$ cat src/rtl/axi_wr_master.sv
// axi_wr_master
//   AXI4 write master: turns one controller write request into a single AXI4
//   INCR burst (AW, then len+1 W beats, then B). One burst in flight at a time.
//
// Ports
//   clk, rst_n        clock, asynchronous active-low reset
//   wr_start          request level, sampled only while idle
//   wr_addr, wr_len   burst start byte address / beats-1, latched one cycle
//                     after the request is accepted
//   wr_data           first-word-fall-through FIFO output, passed to WDATA
//   wr_ready          high only while idle
//   writing           W handshake this cycle; FIFO pop / address-advance strobe
//   wr_done           one-cycle pulse after the B handshake
//   wr_err            sticky, set on a non-OKAY BRESP, cleared only by reset
//   m_axi_aw*/w*/b*   AXI4 write address, data and response channels
module axi_wr_master #(
  parameter int unsigned AXI_ID_W = 4,
  parameter int unsigned AXI_ID   = 0
) (
  input  logic                clk,
  input  logic                rst_n,

  input  logic                wr_start,
  input  logic [29:0]         wr_addr,
  input  logic [7:0]          wr_len,
  input  logic [63:0]         wr_data,
  output logic                wr_ready,
  output logic                writing,
  output logic                wr_done,
  output logic                wr_err,

  output logic [AXI_ID_W-1:0] m_axi_awid,
  output logic [29:0]         m_axi_awaddr,
  output logic [7:0]          m_axi_awlen,
  output logic [2:0]          m_axi_awsize,
  output logic [1:0]          m_axi_awburst,
  output logic                m_axi_awlock,
  output logic [3:0]          m_axi_awcache,
  output logic [2:0]          m_axi_awprot,
  output logic [3:0]          m_axi_awqos,
  output logic                m_axi_awvalid,
  input  logic                m_axi_awready,

  output logic [63:0]         m_axi_wdata,
  output logic [7:0]          m_axi_wstrb,
  output logic                m_axi_wlast,
  output logic                m_axi_wvalid,
  input  logic                m_axi_wready,

  input  logic [AXI_ID_W-1:0] m_axi_bid,
  input  logic [1:0]          m_axi_bresp,
  input  logic                m_axi_bvalid,
  output logic                m_axi_bready
);

  typedef enum logic [2:0] {
    ST_IDLE,
    ST_START,
    ST_AW,
    ST_W,
    ST_B
  } state_e;

  state_e      state_q, state_d;
  logic [29:0] addr_q, addr_d;
  logic [7:0]  len_q, len_d;
  logic [7:0]  cnt_q, cnt_d;
  logic        wr_ready_q, wr_ready_d;
  logic        awvalid_q, awvalid_d;
  logic        wvalid_q, wvalid_d;
  logic        bready_q, bready_d;
  logic        wr_done_q, wr_done_d;
  logic        wr_err_q, wr_err_d;

  logic        beat;
  logic        last_beat;

  // BID is not checked: only one burst with a fixed ID is ever outstanding.
  logic        unused_bid;
  assign unused_bid = &{1'b0, m_axi_bid};

  assign beat      = wvalid_q & m_axi_wready;
  assign last_beat = wvalid_q & (cnt_q == len_q);

  always_comb begin
    state_d   = state_q;
    addr_d    = addr_q;
    len_d     = len_q;
    cnt_d     = cnt_q;
    wr_done_d = 1'b0;
    wr_err_d  = wr_err_q;

    unique case (state_q)
      ST_IDLE: begin
        if (wr_start) begin
          state_d = ST_START;
        end
      end
      // Latching one cycle after acceptance lets the controller settle its
      // length register after its own start edge.
      ST_START: begin
        addr_d  = wr_addr;
        len_d   = wr_len;
        cnt_d   = '0;
        state_d = ST_AW;
      end
      ST_AW: begin
        if (awvalid_q & m_axi_awready) begin
          state_d = ST_W;
        end
      end
      ST_W: begin
        if (beat) begin
          cnt_d = cnt_q + 8'd1;
          if (last_beat) begin
            state_d = ST_B;
          end
        end
      end
      ST_B: begin
        if (bready_q & m_axi_bvalid) begin
          state_d   = ST_IDLE;
          wr_done_d = 1'b1;
          if (m_axi_bresp != 2'b00) begin
            wr_err_d = 1'b1;
          end
        end
      end
      default: begin
        state_d = ST_IDLE;
      end
    endcase

    // Handshake outputs are decoded from the next state so they are registered
    // yet line up exactly with the state they belong to.
    wr_ready_d = (state_d == ST_IDLE);
    awvalid_d  = (state_d == ST_AW);
    wvalid_d   = (state_d == ST_W);
    bready_d   = (state_d == ST_B);
  end

  always_ff @(posedge clk or negedge rst_n) begin
    if (!rst_n) begin
      state_q    <= ST_IDLE;
      addr_q     <= '0;
      len_q      <= '0;
      cnt_q      <= '0;
      wr_ready_q <= 1'b0;
      awvalid_q  <= 1'b0;
      wvalid_q   <= 1'b0;
      bready_q   <= 1'b0;
      wr_done_q  <= 1'b0;
      wr_err_q   <= 1'b0;
    end else begin
      state_q    <= state_d;
      addr_q     <= addr_d;
      len_q      <= len_d;
      cnt_q      <= cnt_d;
      wr_ready_q <= wr_ready_d;
      awvalid_q  <= awvalid_d;
      wvalid_q   <= wvalid_d;
      bready_q   <= bready_d;
      wr_done_q  <= wr_done_d;
      wr_err_q   <= wr_err_d;
    end
  end

  assign wr_ready      = wr_ready_q;
  assign writing       = beat;
  assign wr_done       = wr_done_q;
  assign wr_err        = wr_err_q;

  assign m_axi_awid    = AXI_ID[AXI_ID_W-1:0];
  assign m_axi_awaddr  = addr_q;
  assign m_axi_awlen   = len_q;
  assign m_axi_awsize  = 3'b011;
  assign m_axi_awburst = 2'b01;
  assign m_axi_awlock  = 1'b0;
  assign m_axi_awcache = 4'b0011;
  assign m_axi_awprot  = '0;
  assign m_axi_awqos   = '0;
  assign m_axi_awvalid = awvalid_q;

  assign m_axi_wdata   = wr_data;
  assign m_axi_wstrb   = '1;
  assign m_axi_wlast   = last_beat;
  assign m_axi_wvalid  = wvalid_q;

  assign m_axi_bready  = bready_q;

endmodule

$ cat config.mk
export PLATFORM = sky130hd
export DESIGN_NAME = axi_wr_master
export DESIGN_NICKNAME = d
export VERILOG_FILES = /design/src/rtl/axi_wr_master.sv
export SDC_FILE = /design/constraint.sdc
export NUM_CORES = 1
export LEC_CHECK = 0
export ABC_AREA = 1
export BUFFER_PORTS_ARGS = -buffer_cell sky130_fd_sc_hd__buf_2
export CAP_MARGIN = 20
export CELL_PAD_IN_SITES_DETAIL_PLACEMENT = 2
export CELL_PAD_IN_SITES_GLOBAL_PLACEMENT = 2
export CORE_ASPECT_RATIO = 0.5
export CORE_MARGIN = 2
export CORE_UTILIZATION = 18
export CTS_BUF_LIST = sky130_fd_sc_hd__clkbuf_8
export DETAILED_ROUTE_END_ITERATION = 6
export GPL_ROUTABILITY_DRIVEN = 1
export PLACE_DENSITY = 0.79
export SLEW_MARGIN = 5
export SYNTH_ARGS = -nofsm -noshare
export SYNTH_HDL_FRONTEND = slang
export SYNTH_SLANG_ARGS = --single-unit
$ cat constraint.sdc
create_clock -name clk -period 1.4 [get_ports clk]
set_input_delay 0 -clock clk [delete_from_list [all_inputs] [get_ports clk]]
set_output_delay 0 -clock clk [all_outputs]
set_load 0.03 [all_outputs]
Word level (Yosys, flattened, before mapping)
Cells that the tools add are included.
{"block": "totals", "register_bits": 55, "input_bits": 114, "wordCells": 40}
{"block": "op_classes", "add_sub_neg": 1, "n_eq_ne": 9, "mux": 10, "bitwise": 4, "reduce_logical": 6}
{"operator": "$pmux W8 S2", "n": 1}
{"operator": "$mux W3", "n": 5}
{"operator": "$pmux W3 S5", "n": 1}
{"operator": "$eq A3 B2 Y1 const B", "n": 4}
{"operator": "$add A8 B1 Y8 const B", "n": 1}
{"operator": "$eq A8 B8 Y1", "n": 1}
{"operator": "$mux W8", "n": 1}
{"operator": "$eq A3 B3 Y1 const B", "n": 2}
{"operator": "$logic_not A3 Y1", "n": 2}
{"operator": "$and A1 B1 Y1", "n": 4}
{"operator": "$reduce_bool A2 Y1", "n": 2}
{"operator": "$eq A3 B1 Y1 const B", "n": 1}
{"operator": "$reduce_and A3 Y1", "n": 1}
{"operator": "$mux W1", "n": 2}
{"operator": "$ne A2 B2 Y1 const B", "n": 1}
{"operator": "$reduce_and A2 Y1", "n": 1}

Depth between registers and ports, before layout
{"block": "depth", "word_depth": 6, "depth_mapped": 9, "depth_no_buf": 9}

Least setup slack after synthesis
Ideal clock, no wire load.
{"block": "synth_path", "path_kind": "reg2reg", "from": "register wvalid_q, in the netlist m_axi_wvalid", "to": "register cnt_q[3]", "setup_time_ns": 0.121, "t_arrival_ns": 1.216, "setup_slack_ns": 0.063, "stages_incl_launch_ff": 9, "synth_period_minus_slack_ns": 1.337, "cell_sequence": "dfrtp_1 > nand2_1 > nor2_2 > nor2_2 > inv_2 > buf_6 > nand2_2 > o21ai_1 > a21oi_1"}
{"block": "synth_between", "elab_chain_len": 3}
{"item": "from (decl)", "line_no": "70", "rtl": "logic wvalid_q, wvalid_d;"}
{"item": "from (signal assigned)", "line_no": "161", "rtl": "wvalid_q <= wvalid_d;"}
{"item": "$and A1 B1 Y1", "line_no": "82", "rtl": "assign beat = wvalid_q & m_axi_wready;"}
{"item": "$ne A2 B2 Y1 (no line)"}
{"item": "$reduce_and A2 Y1 (no line)"}
{"item": "to (signal assigned)", "line_no": "158", "rtl": "cnt_q <= cnt_d;"}
{"item": "to (decl)", "line_no": "67", "rtl": "logic [7:0] cnt_q, cnt_d;"}
Every way passes these cells.
A chain may end at the register's enable or synchronous reset.

Final worst setup path
{"block": "layout_path", "from": "register len_q[3], in the netlist m_axi_awlen[3]", "to": "output port m_axi_wlast"}
{"block": "layout_between", "elab_chain_len": 2}
{"item": "from (decl)", "line_no": "66", "rtl": "logic [7:0] len_q, len_d;"}
{"item": "from (signal assigned)", "line_no": "157", "rtl": "len_q <= len_d;"}
{"item": "$eq A8 B8 Y1", "line_no": "83", "rtl": "assign last_beat = wvalid_q & (cnt_q == len_q);"}
{"item": "$and A1 B1 Y1", "line_no": "83"}
{"item": "to (decl)", "line_no": "46", "rtl": "output logic m_axi_wlast,"}
Every way passes these cells.

==> results.sh <==
export IMPL_status="finished, violations left"
export IMPL_violations="negative setup slack"
export IMPL_num_vias=2751
export IMPL_first_global_vias=2952
export IMPL_holdPathStages=0
export IMPL_crit_path_end_kind="output port"
export IMPL_synthTopCellsByArea="dfrtp_1, buf_4, nand2_1"
export IMPL_synth_cell_types=26
export IMPL_r2r_end="wr_ready$_DFF_PN0_"
export IMPL_synth_common_cells="nand2_1, buf_4, dfrtp_1"
export IMPL_cts_buffer_depth=2
export IMPL_place_hpwl_um=6199
export IMPL_drt_iter0_drc=102
export IMPL_dp_cells=631
export IMPL_rows=33
export IMPL_syn_inst=374
export IMPL_firstDrtPassIters=4
export IMPL_path_clk_slew_ps=110
export IMPL_drc_errors=0
export IMPL_die_area_um2=18070
export IMPL_ys_warn_count=0
export IMPL_cp_arrival_ps=1570
export IMPL_grtUsageTotal_pct=11.82
export IMPL_grt_overflow=0
export IMPL_fp_dieH_um=96.05
export IMPL_syn_area_um2=3050
export IMPL_ys_seq_area_share_pct=45.12
export IMPL_min_delay_worst_endpoint="m_axi_wdata[51]"
export IMPL_fillers=1892
export IMPL_p_total_mw=8.948
export IMPL_p_per_area_nw_per_um2=2167
export IMPL_min_from="wr_data[51]"
export IMPL_start_util_pct=18.52
export IMPL_fin_skew_ps=10.95
export IMPL_avgRoutedWirePerCell_um=18.07
export IMPL_vias_per_cell=3.908
export IMPL_cts_sinks=55
export IMPL_vdd_drop_max_uv=558.4
export IMPL_avgSynthCellArea_um2=8.156
export IMPL_ys_ff_latch=55
export IMPL_diodes=0
export IMPL_drv_slew=0
export IMPL_cap_violations=0
export IMPL_insertion_delay_ps=310
export IMPL_yosys_most_used_dff="dfrtp_1"
export IMPL_ff2ff_setup_slack_ps=-160
export IMPL_clock_root_buffer="clkbuf_8"
export IMPL_grt_pass1_wl_um=16530
export IMPL_grt_max_degree=56
export IMPL_reg2reg_depth=7
export IMPL_antenna_found_initial=0
export IMPL_yosysTopAreaCellShare_pct=45.12
export IMPL_io_pins=253
export IMPL_place_congestion=0.7433
export IMPL_critPathKind="reg2out"
export IMPL_rr_startpoint="m_axi_awlen[3]$_DFFE_PN0P_"
export IMPL_io_buffers=91
export IMPL_cp_max_fo=3
export IMPL_worstPathRequired_ps=1400
export IMPL_core_um2=16470
export IMPL_routed_wl_um=12720
export IMPL_layout_cells_non_filler=704
export IMPL_start_kind="flip-flop"
export IMPL_yosysMostFrequentCell="nand2_1"
export IMPL_regArea_um2=1380
export IMPL_finalCritPeriodShare_pct=112.4
export IMPL_period_needed_ps=1574
export IMPL_cts_buffers=5
export IMPL_maxClockFrequency_mhz=635.5
export IMPL_drive_gt1_share_pct=36.27
export IMPL_multi_input_area_um2=1100
export IMPL_rsz0062_at_grt="true"
export IMPL_area_delta_synth_final_pct=35.36
export IMPL_async_reset_ff_share_pct=100.0
export IMPL_tns_ps=-1064
export IMPL_hold_viol=0
export IMPL_p_leak_nw=2.149
export IMPL_synth_edf_count=0
export IMPL_dpl_cell_area_um2=3263
export IMPL_hold_ws_ps=0.01013
export IMPL_fin_nets=591
export IMPL_crit_start="m_axi_awlen[3]$_DFFE_PN0P_"
export IMPL_die_w_um=188.1
export IMPL_setup_violations=14
export IMPL_fin_area_um2=4129
export IMPL_cts_tree="built"
export IMPL_hp_class="in2out"
export IMPL_ant_nets=0
export IMPL_setup_slack_ps=-173.5
export IMPL_synth_area_leader_cell="dfrtp_1"
export IMPL_htree_num_levels=2
## where the power goes
part,switching [mW],internal [mW],total (mW),leakage (nW)
clock,0.561,0.401,0.962,0.0526
sequential,0.559,2.26,2.81,0.686
combinational,3.53,1.65,5.17,1.41
total,4.64,4.30,8.95,2.15
## layout make-up
class	instances	share of cell area [%]
multi-input combinational	224	26.64
timing repair inverter	1	0.1818
tap	227	6.879
sequential	55	33.42
inverter	20	2.000
timing repair buffer	169	28.58
clock inverter	2	0.3030
clock buffer	6	2.000
## critical path: stages, from the launching register on
cell     delay, ps
dfrtp_1        410
xnor2_1        240
nand2_1        150
nor2_4         140
and3_4         190
buf_6          130
## what timing repair did
action | 4_1_cts | 5_1_grt
hold buffers | 42 | 0
endpoints found under the setup margin | 7 | 55
cloned | 0 | 1
setup buffers | 2 | 20
resized for setup | 8 | 41
hold endpoints to repair | 95 | 0
pin swaps | 2 | 10
## per-layer routing
metal  track usage, %  vias up  part of all wire (%)
li1                 -     1218                     -
met1            12.23     1407                    37
met2            24.29       82                    55
met3            2.114       44                   3.9
met4            4.265        0                   4.0
met5                0        -                     0
## kinds of logic after synthesis
| kind of cell | synth area share, % |
|---|---|
| buffers and inverters | 26.91 |
| flip-flops | 45.12 |
| adder cells (fa/ha/maj) | 0.4101 |
| other | 0.2462 |
| XOR/XNOR | 1.723 |
| AO/OA/AOI/OAI | 2.830 |
| AND/OR/NAND/NOR | 22.76 |
## cell usage in the layout, fill, tap and decap left out, drive strengths merged
master       count
buf            127
nand4            4
or2              1
ha               1
conb            29
clkbuf           6
nand3            9
xnor2            5
clkinv           1
a31oi            1
nor3             2
clkinvlp         1
nor2            12
dfrtp           55
xor2             1
o21ai           11
a21oi            5
nand2          141
nor4             1
and3             1
inv             21
dlygate4sd3     42
## sequential cells by signal, indices dropped and copies added (netlist names)
signal	count
cnt_q	8
m_axi_awlen	8
m_axi_awaddr	30
m_axi_wvalid	1
m_axi_bready	1
wr_ready	1
m_axi_awvalid	1
state_q	3
wr_err	1
wr_done	1
## per-stage QoR
step           setup WS [ps]  util [%]
6_report              -173.5     25.06
5_1_grt               -272.4     25.06
4_1_cts               -87.70     23.19
3_5_place_dp          -48.74     19.81
3_3_place_gp           41.55     19.81
2_1_floorplan          63.40         -
## worst max-delay path by stage
stage | end | slack, ps
final | m_axi_wlast | -170
after global routing | m_axi_wlast | -270
after CTS | m_axi_wlast | -90
after detailed placement | wr_err$_DFFE_PN0P_ | -50
after global placement | wr_ready$_DFF_PN0_ | 40
after floorplan | cnt_q[3]$_DFFE_PN0P_ | 60
Note: power is estimated with default switching activity, not from simulation.
